`src/rtl/pe_operand_fifo.sv`:
```
// Operand buffer between a connection box and a PE input: bypass, single
// register, or ready/valid FIFO, selected through the shared config bus.
module pe_operand_fifo #(
  parameter int          WIDTH    = 16,
  parameter int          DEPTH    = 4,
  parameter logic [31:0] CFG_ADDR = 32'd0
) (
  input  logic                       clk,
  input  logic                       reset,
  input  logic [31:0]                config_addr,
  input  logic [31:0]                config_data,
  input  logic                       config_en,
  output logic [31:0]                read_data,
  input  logic [WIDTH-1:0]           in,
  input  logic                       in_valid,
  output logic                       in_ready,
  output logic [WIDTH-1:0]           out,
  output logic                       out_valid,
  input  logic                       out_ready,
  output logic [$clog2(DEPTH):0]     count
);

  localparam int AW = $clog2(DEPTH);
  localparam int CW = AW + 1;

  typedef enum logic [1:0] {
    ModeBypass = 2'd0,
    ModeReg    = 2'd1,
    ModeFifo   = 2'd2,
    ModeRsvd   = 2'd3
  } mode_e;

  mode_e            cfg_q;
  logic [AW-1:0]    wr_ptr_q, rd_ptr_q;
  logic [CW-1:0]    count_q;
  logic [WIDTH-1:0] out_reg_q;
  logic             vld_reg_q;
  logic [WIDTH-1:0] mem_q [DEPTH];

  logic cfgHit, cfgWrite, flush;
  logic fifoEmpty, fifoFull, push, pop;
  logic unusedCfgBits;

  assign unusedCfgBits = ^config_data[31:3];

  assign cfgHit   = (config_addr == CFG_ADDR);
  assign cfgWrite = config_en & cfgHit;
  // Any mode change, or the explicit strobe bit, discards everything buffered.
  assign flush    = cfgWrite & ((config_data[1:0] != cfg_q) | config_data[2]);

  assign read_data = cfgHit ? {30'b0, cfg_q} : 32'b0;

  assign fifoEmpty = (count_q == '0);
  assign fifoFull  = (count_q == CW'(DEPTH));
  assign push      = (cfg_q == ModeFifo) & in_valid & ~fifoFull;
  assign pop       = (cfg_q == ModeFifo) & ~fifoEmpty & out_ready;

  always_comb begin
    out       = in;
    out_valid = in_valid;
    in_ready  = out_ready;
    count     = '0;
    case (cfg_q)
      ModeReg: begin
        out       = out_reg_q;
        out_valid = vld_reg_q;
        in_ready  = 1'b1;
      end
      ModeFifo: begin
        out       = fifoEmpty ? '0 : mem_q[rd_ptr_q];
        out_valid = ~fifoEmpty;
        in_ready  = ~fifoFull;
        count     = count_q;
      end
      default: ;
    endcase
  end

  always_ff @(posedge clk or negedge reset) begin
    if (!reset) begin
      cfg_q     <= ModeBypass;
      wr_ptr_q  <= '0;
      rd_ptr_q  <= '0;
      count_q   <= '0;
      out_reg_q <= '0;
      vld_reg_q <= 1'b0;
    end else begin
      if (cfgWrite) begin
        cfg_q <= mode_e'(config_data[1:0]);
      end
      if (cfg_q == ModeReg) begin
        out_reg_q <= in;
      end
      if (flush) begin
        wr_ptr_q  <= '0;
        rd_ptr_q  <= '0;
        count_q   <= '0;
        vld_reg_q <= 1'b0;
      end else begin
        if (cfg_q == ModeReg) begin
          vld_reg_q <= in_valid;
        end
        if (push) begin
          wr_ptr_q <= wr_ptr_q + AW'(1);
        end
        if (pop) begin
          rd_ptr_q <= rd_ptr_q + AW'(1);
        end
        count_q <= count_q + CW'(push) - CW'(pop);
      end
    end
  end

  // Storage is not reset; occupancy alone decides which entries are meaningful.
  always_ff @(posedge clk) begin
    if (push && !flush) begin
      mem_q[wr_ptr_q] <= in;
    end
  end

endmodule

```
`config.mk`:
```
export PLATFORM = sky130hd
export DESIGN_NAME = pe_operand_fifo
export DESIGN_NICKNAME = d
export VERILOG_FILES = /design/src/rtl/pe_operand_fifo.sv
export SDC_FILE = /design/constraint.sdc
export NUM_CORES = 1
export LEC_CHECK = 0
export BUFFER_PORTS_ARGS = -buffer_cell sky130_fd_sc_hd__buf_2
export CELL_PAD_IN_SITES_DETAIL_PLACEMENT = 0
export CELL_PAD_IN_SITES_GLOBAL_PLACEMENT = 1
export CORE_UTILIZATION = 37
export CTS_CLUSTER_SIZE = 12
export DETAILED_ROUTE_END_ITERATION = 7
export HOLD_SLACK_MARGIN = 0.06
export PLACE_DENSITY = 0.73
export REMOVE_ABC_BUFFERS = 1
export SLEW_MARGIN = 25
export SYNTH_ARGS = -nofsm -noshare
export SYNTH_HDL_FRONTEND = slang
export SYNTH_SLANG_ARGS = --single-unit
```
`constraint.sdc`:
```
create_clock -name clk -period 2.7 [get_ports clk]
set_input_delay 0.405 -clock clk [delete_from_list [all_inputs] [get_ports clk]]
set_output_delay 0.405 -clock clk [all_outputs]
set_load 0.02 [all_outputs]
```
======== After elaboration in Yosys (flattened, before gate mapping) ========
Memory sizes are Yosys's and may differ from the RTL's.
Index checks and enable logic that the tools add are counted.
Widths: inputs -> output; s select.
word-level totals
  register bits after elaboration ......... 26
  RAM bits ................................ 64
  bits of input ports ..................... 85
  output and inout bits ................... 53
  word-level logic and storage cells ...... 46
  memories kept ........................... 1
memory list
  memory  words  width  rd ports  clocked after memory_dff  wr ports  RTL line  source
  mem_q   4      16     1         0                         1         38        logic [WIDTH-1:0] mem_q [DEPTH];
cells by class
  add/subtract/negate cells ............... 4
  equal/unequal tests ..................... 4
  multiplexer cells ....................... 15
  bitwise logic cells ..................... 9
  reductions and logical operators ........ 7
operators by type and width
  kind                 count
  $logic_not 32->1     1
  $pmux 16 s2          1
  $mux 16              1
  $mux 2               5
  $and 1x1->1          6
  $mux 3               2
  $reduce_bool 2->1    3
  $add 2x1->2 const B  2
  $mux 1               4
  $pmux 1 s2           2
  $add 3x1->3          1
  $eq 3x3->1 const B   1
  $logic_not 3->1      1
  $sub 3x1->3          1
  $eq 2x1->1 const B   1
  $eq 2x2->1 const B   1
  $ne 2x2->1           1
  $not 1->1            2
  $logic_and 1x1->1    1
  $logic_not 1->1      1
  $or 1x1->1           1

======== Longest topological paths before layout ========
  word-level depth ........................ 7
  mapped depth ............................ 13

======== Least setup slack after synthesis ========
OpenSTA, ideal clock, no wires.
  path type ............................... register to register
  start ................................... reg cfg_q[0]
  end ..................................... mem mem_q[0][0] (enable)
  library setup time ...................... 413 ps
  arrival time ............................ 2194 ps
  required time ........................... 2287 ps
  slack ................................... 93 ps
  cell stages (with the launch flop) ...... 5
  buffers on the path ..................... 0
  clock period less this slack ............ 2607 ps
  path through ............................ dfrtp_1 > inv_1 > ha_1 > o311ai_4 > nor3b_1
between the ends
  longest elaborated chain between the ends .. 7
  elaborated cells on any way between the ends .. 10
ends and longest elaborated chain
  item                            RTL line  source
  from (decl)                     33        mode_e cfg_q;
  from (signal assigned)          81        cfg_q <= ModeBypass;
  from (signal assigned)          89        cfg_q <= mode_e'(config_data[1:0]);
  $ne 2x2->1                      49        assign flush = cfgWrite & ((config_data[1:0] != cfg_q) | config_data[2]);
  $or 1x1->1                      49
  $and 1x1->1                     49
  $logic_not 1->1                 116       if (push && !flush) begin
  $logic_and 1x1->1 *             116
  $mux 1 *                        116
  $mux 1 (implied by the code) *  117       mem_q[wr_ptr_q] <= in;
  to (decl)                       38
Mark *: on every way between the ends. The rest lies on a longest branch, timed or not.

======== Worst setup path after layout ========
  start ................................... reg cfg_q[0]
  end ..................................... reg count_q[2]
between the ends
  longest elaborated chain between the ends .. 6
  elaborated cells on any way between the ends .. 11
ends and longest elaborated chain
  item                      RTL line  source
  $eq 2x2->1                55, 56
  $and 1x1->1 (2 in a row)  55        assign push = (cfg_q == ModeFifo) & in_valid & ~fifoFull;
  $add 3x1->3               109       count_q <= count_q + CW'(push) - CW'(pop);
  $sub 3x1->3               109
  $mux 3 *                  94        if (flush) begin
  to (signal assigned)      109
  to (decl)                 35        logic [CW-1:0] count_q;
Marked as above.
A chain may end at the register's enable or synchronous reset.

==> results.cfg <==
[outcome]
outcome = completed

[floorplanning]
rows = 38
die_area_um2 = 12100
die_w_um = 110
io_pins = 138
core_um2 = 11100
start_util_pct = 38.8
die_h_um = 110

[detailed_routing]
vias_per_cell = 4.87
routedWlPerCell_um = 15.6
drtIter0Drc = 85
num_vias = 2526
drc = 0
dr.pass1.iters = 4
wirelength_um = 8080
ant_nets = 0

[setup_path]
critPathCaptureType = flop
crit_fanout = 5
cp_slowest_cell = dfrtp_1
reg2reg_depth = 12
critPathMaxStageDelay_ns = 0.42
cp-start-kind = flop
required_ns = 2.92
rr_startpoint = cfg_q[0]
arrival_ns = 2.69
critPathKind = flop to flop
regToRegEndpoint = count_q[2]
r2r_setup_slack_ns = 0.23
crit_chain = inv_1 -> ha_1 -> o31a_1 -> and2_1 -> ha_1 -> inv_1 -> ha_1 -> inv_1 -> fa_1 -> xor2_1 -> xnor2_1 -> nor2_2

[sta]
slew_headroom_pct = 39.4
skew_ns = 0.00852
rsz0062_at_grt = false
holdWs_ns = 0.109
fmax_mhz = 404
tightest_slew_ns = 0.908
period_share_pct = 91.7
hold_viol = 0
slew_viol_final = 0
setup_ws_ns = 0.225
min_period_ns = 2.47
setup_viol = 0

[layout]
area_delta_synth_final_pct = 18.2
drive_above_1_share_pct = 41.2
fin_area_um2 = 5080
fin_util_pct = 45.9
antenna_cells = 0
fin_nets = 468

[cts]
postCtsResizedCells = 0
worstSkewPairLatency_ns = 0.34
cts_buffer_depth = 2
htreeDepth = 3
cts_tree = done
cts_made_buffers = 9
cts.sinks = 90
postCtsSetupBuffers = 0
clk_pin_slew_ns = 0.07
ctsHoldBuffers = 0
clockRootBuffer = clkbuf_16

[synth]
ys.flop_type = edfxtp_1
syn_inst = 285
avgSynthCellArea_um2 = 15.1
async_flop_share_pct = 28.9
ys_warn_count = 0
ys_types = 37
yosysSeqAreaShare_pct = 59.9
synth_area_um2 = 4300
synth_edf_count = 64
ys_seq_elements = 90

[power]
p_leak_nw = 2.05
internal_power_mw = 2.16
irDropWorstVdd_v = 0.000342
sw_frac_of_total_pct = 22.2
power_mw = 2.78
seq_power_share_pct = 53.4
switchingPower_uw = 618
power_density_nw_per_um2 = 546
combinationalPowerShare_pct = 5.7
power.share.clock_pct = 40.9

[placement]
post-dp-hpwl_um = 5400
dpl-instance-area_um2 = 4810
post-place-ws_ns = 0.238
port_buffers = 78
gp_congestion = 0.683

[hold_path]
min_path_type = input port to asynchronous set/reset pin

[grt]
grt_pass1_wl_um = 12900
grt_max_degree = 37
grt_pass1_vias = 2544
grt_usage_pct = 14.8
antenna_found_initial = 1
grt_overflow = 0

[flow_run]
maxCapViolCount = 0
cells in the final DEF, fill, tap and decap left out, drive strengths merged:
cell type,n
nor3b,4
dfrtp,26
clkinvlp,1
o311ai,1
and2,4
nor2b,1
o21ai,18
nor3,4
fa,1
mux2,18
xor2,4
nand3,1
mux4,16
a22oi,16
a21oi,2
nand2,18
ha,8
clkinv,2
clkbuf,11
inv,10
mux2i,2
buf,94
nor2,7
or3,1
conb,30
edfxtp,64
xnor2,3
o31a,1
nand4,2
nor4,9
cell type report:
class	count	area, um^2
fill	983	6000
sequential	90	2570
multi-input combinational	171	1510
timing repair buffer	94	523
clock buffer	11	233
tap	140	175
clock inverter	5	37.5
inverter	8	30.0
worst max path at each step:
stage                         from         end  slack (ns)
final                     cfg_q[0]  count_q[2]        0.23
after global routing      cfg_q[0]  count_q[2]       0.006
after CTS                 cfg_q[0]  count_q[2]        0.21
after detailed placement  cfg_q[0]  count_q[2]        0.24
after global placement    cfg_q[0]  count_q[2]        0.28
after floorplan           cfg_q[0]  count_q[2]      -0.009
power groups by stage:
stage                     registers, mW  clock network [mW]  logic, mW
after CTS                          1.48                1.16      0.161
after global routing               1.48                1.21      0.177
after global placement             1.51                   0      0.157
after detailed placement           1.51                   0      0.161
after floorplan                    1.51                   0     0.0739
final                              1.48                1.14      0.158
through the flow:
| stage | setup TNS, ns | std cells |
|---|---|---|
| after floorplan | -0.00927 | 269 |
| after global placement | 0 | 503 |
| after detailed placement | 0 | 503 |
| after CTS | 0 | 519 |
| after global routing | 0 | 519 |
| final | 0 | 519 |
logic make-up after synthesis:
family	synth area share [%]
muxes	13.6
DFF	59.9
xor gates and xnor gates	1.43
adders and majority gates	2.79
AOI/OAI and AO/OA	5.94
buffers and inverters	7.83
and+or+nand+nor	8.50
other	0.0873
routing by layer:
metal | global-route usage [%] | part of all wire, % | up-vias
met5 | 0 | 0.15 | -
met4 | 4.29 | 1.2 | 2
met3 | 3.97 | 5.1 | 12
met2 | 25.2 | 49 | 97
met1 | 18.5 | 44 | 1230
li1 | - | - | 1185
state kept, by name, summed over array words and instances (netlist names):
name and count:
cfg_q 2, count_q 3, mem_q 64, rd_ptr_q 2
wr_ptr_q 2, out_reg_q 16, vld_reg_q 1
cell usage after synthesis (all sizes together), types with 5 or more instances:
cell type   n  area (um^2)
nand2      18         67.6
nor4        9          111
dfrtp      26          651
inv         8         30.0
a22oi      16          120
clkbuf      5         18.8
mux4       16          360
mux2       18          203
buf        40          288
ha          8          100
edfxtp     64         1920
nor2        7         43.8
o21ai      18         90.1
worst max-delay path: cells and delay by family, from the launching register on:
kind	cells	cell delay, ns
compound gates	1	0.13
flops	1	0.42
xor+xnor	2	0.34
buf+inv	3	0.20
simple gates	2	0.23
fa+ha+maj	4	1.04
No activity file was read; power rests on OpenSTA's default activity.
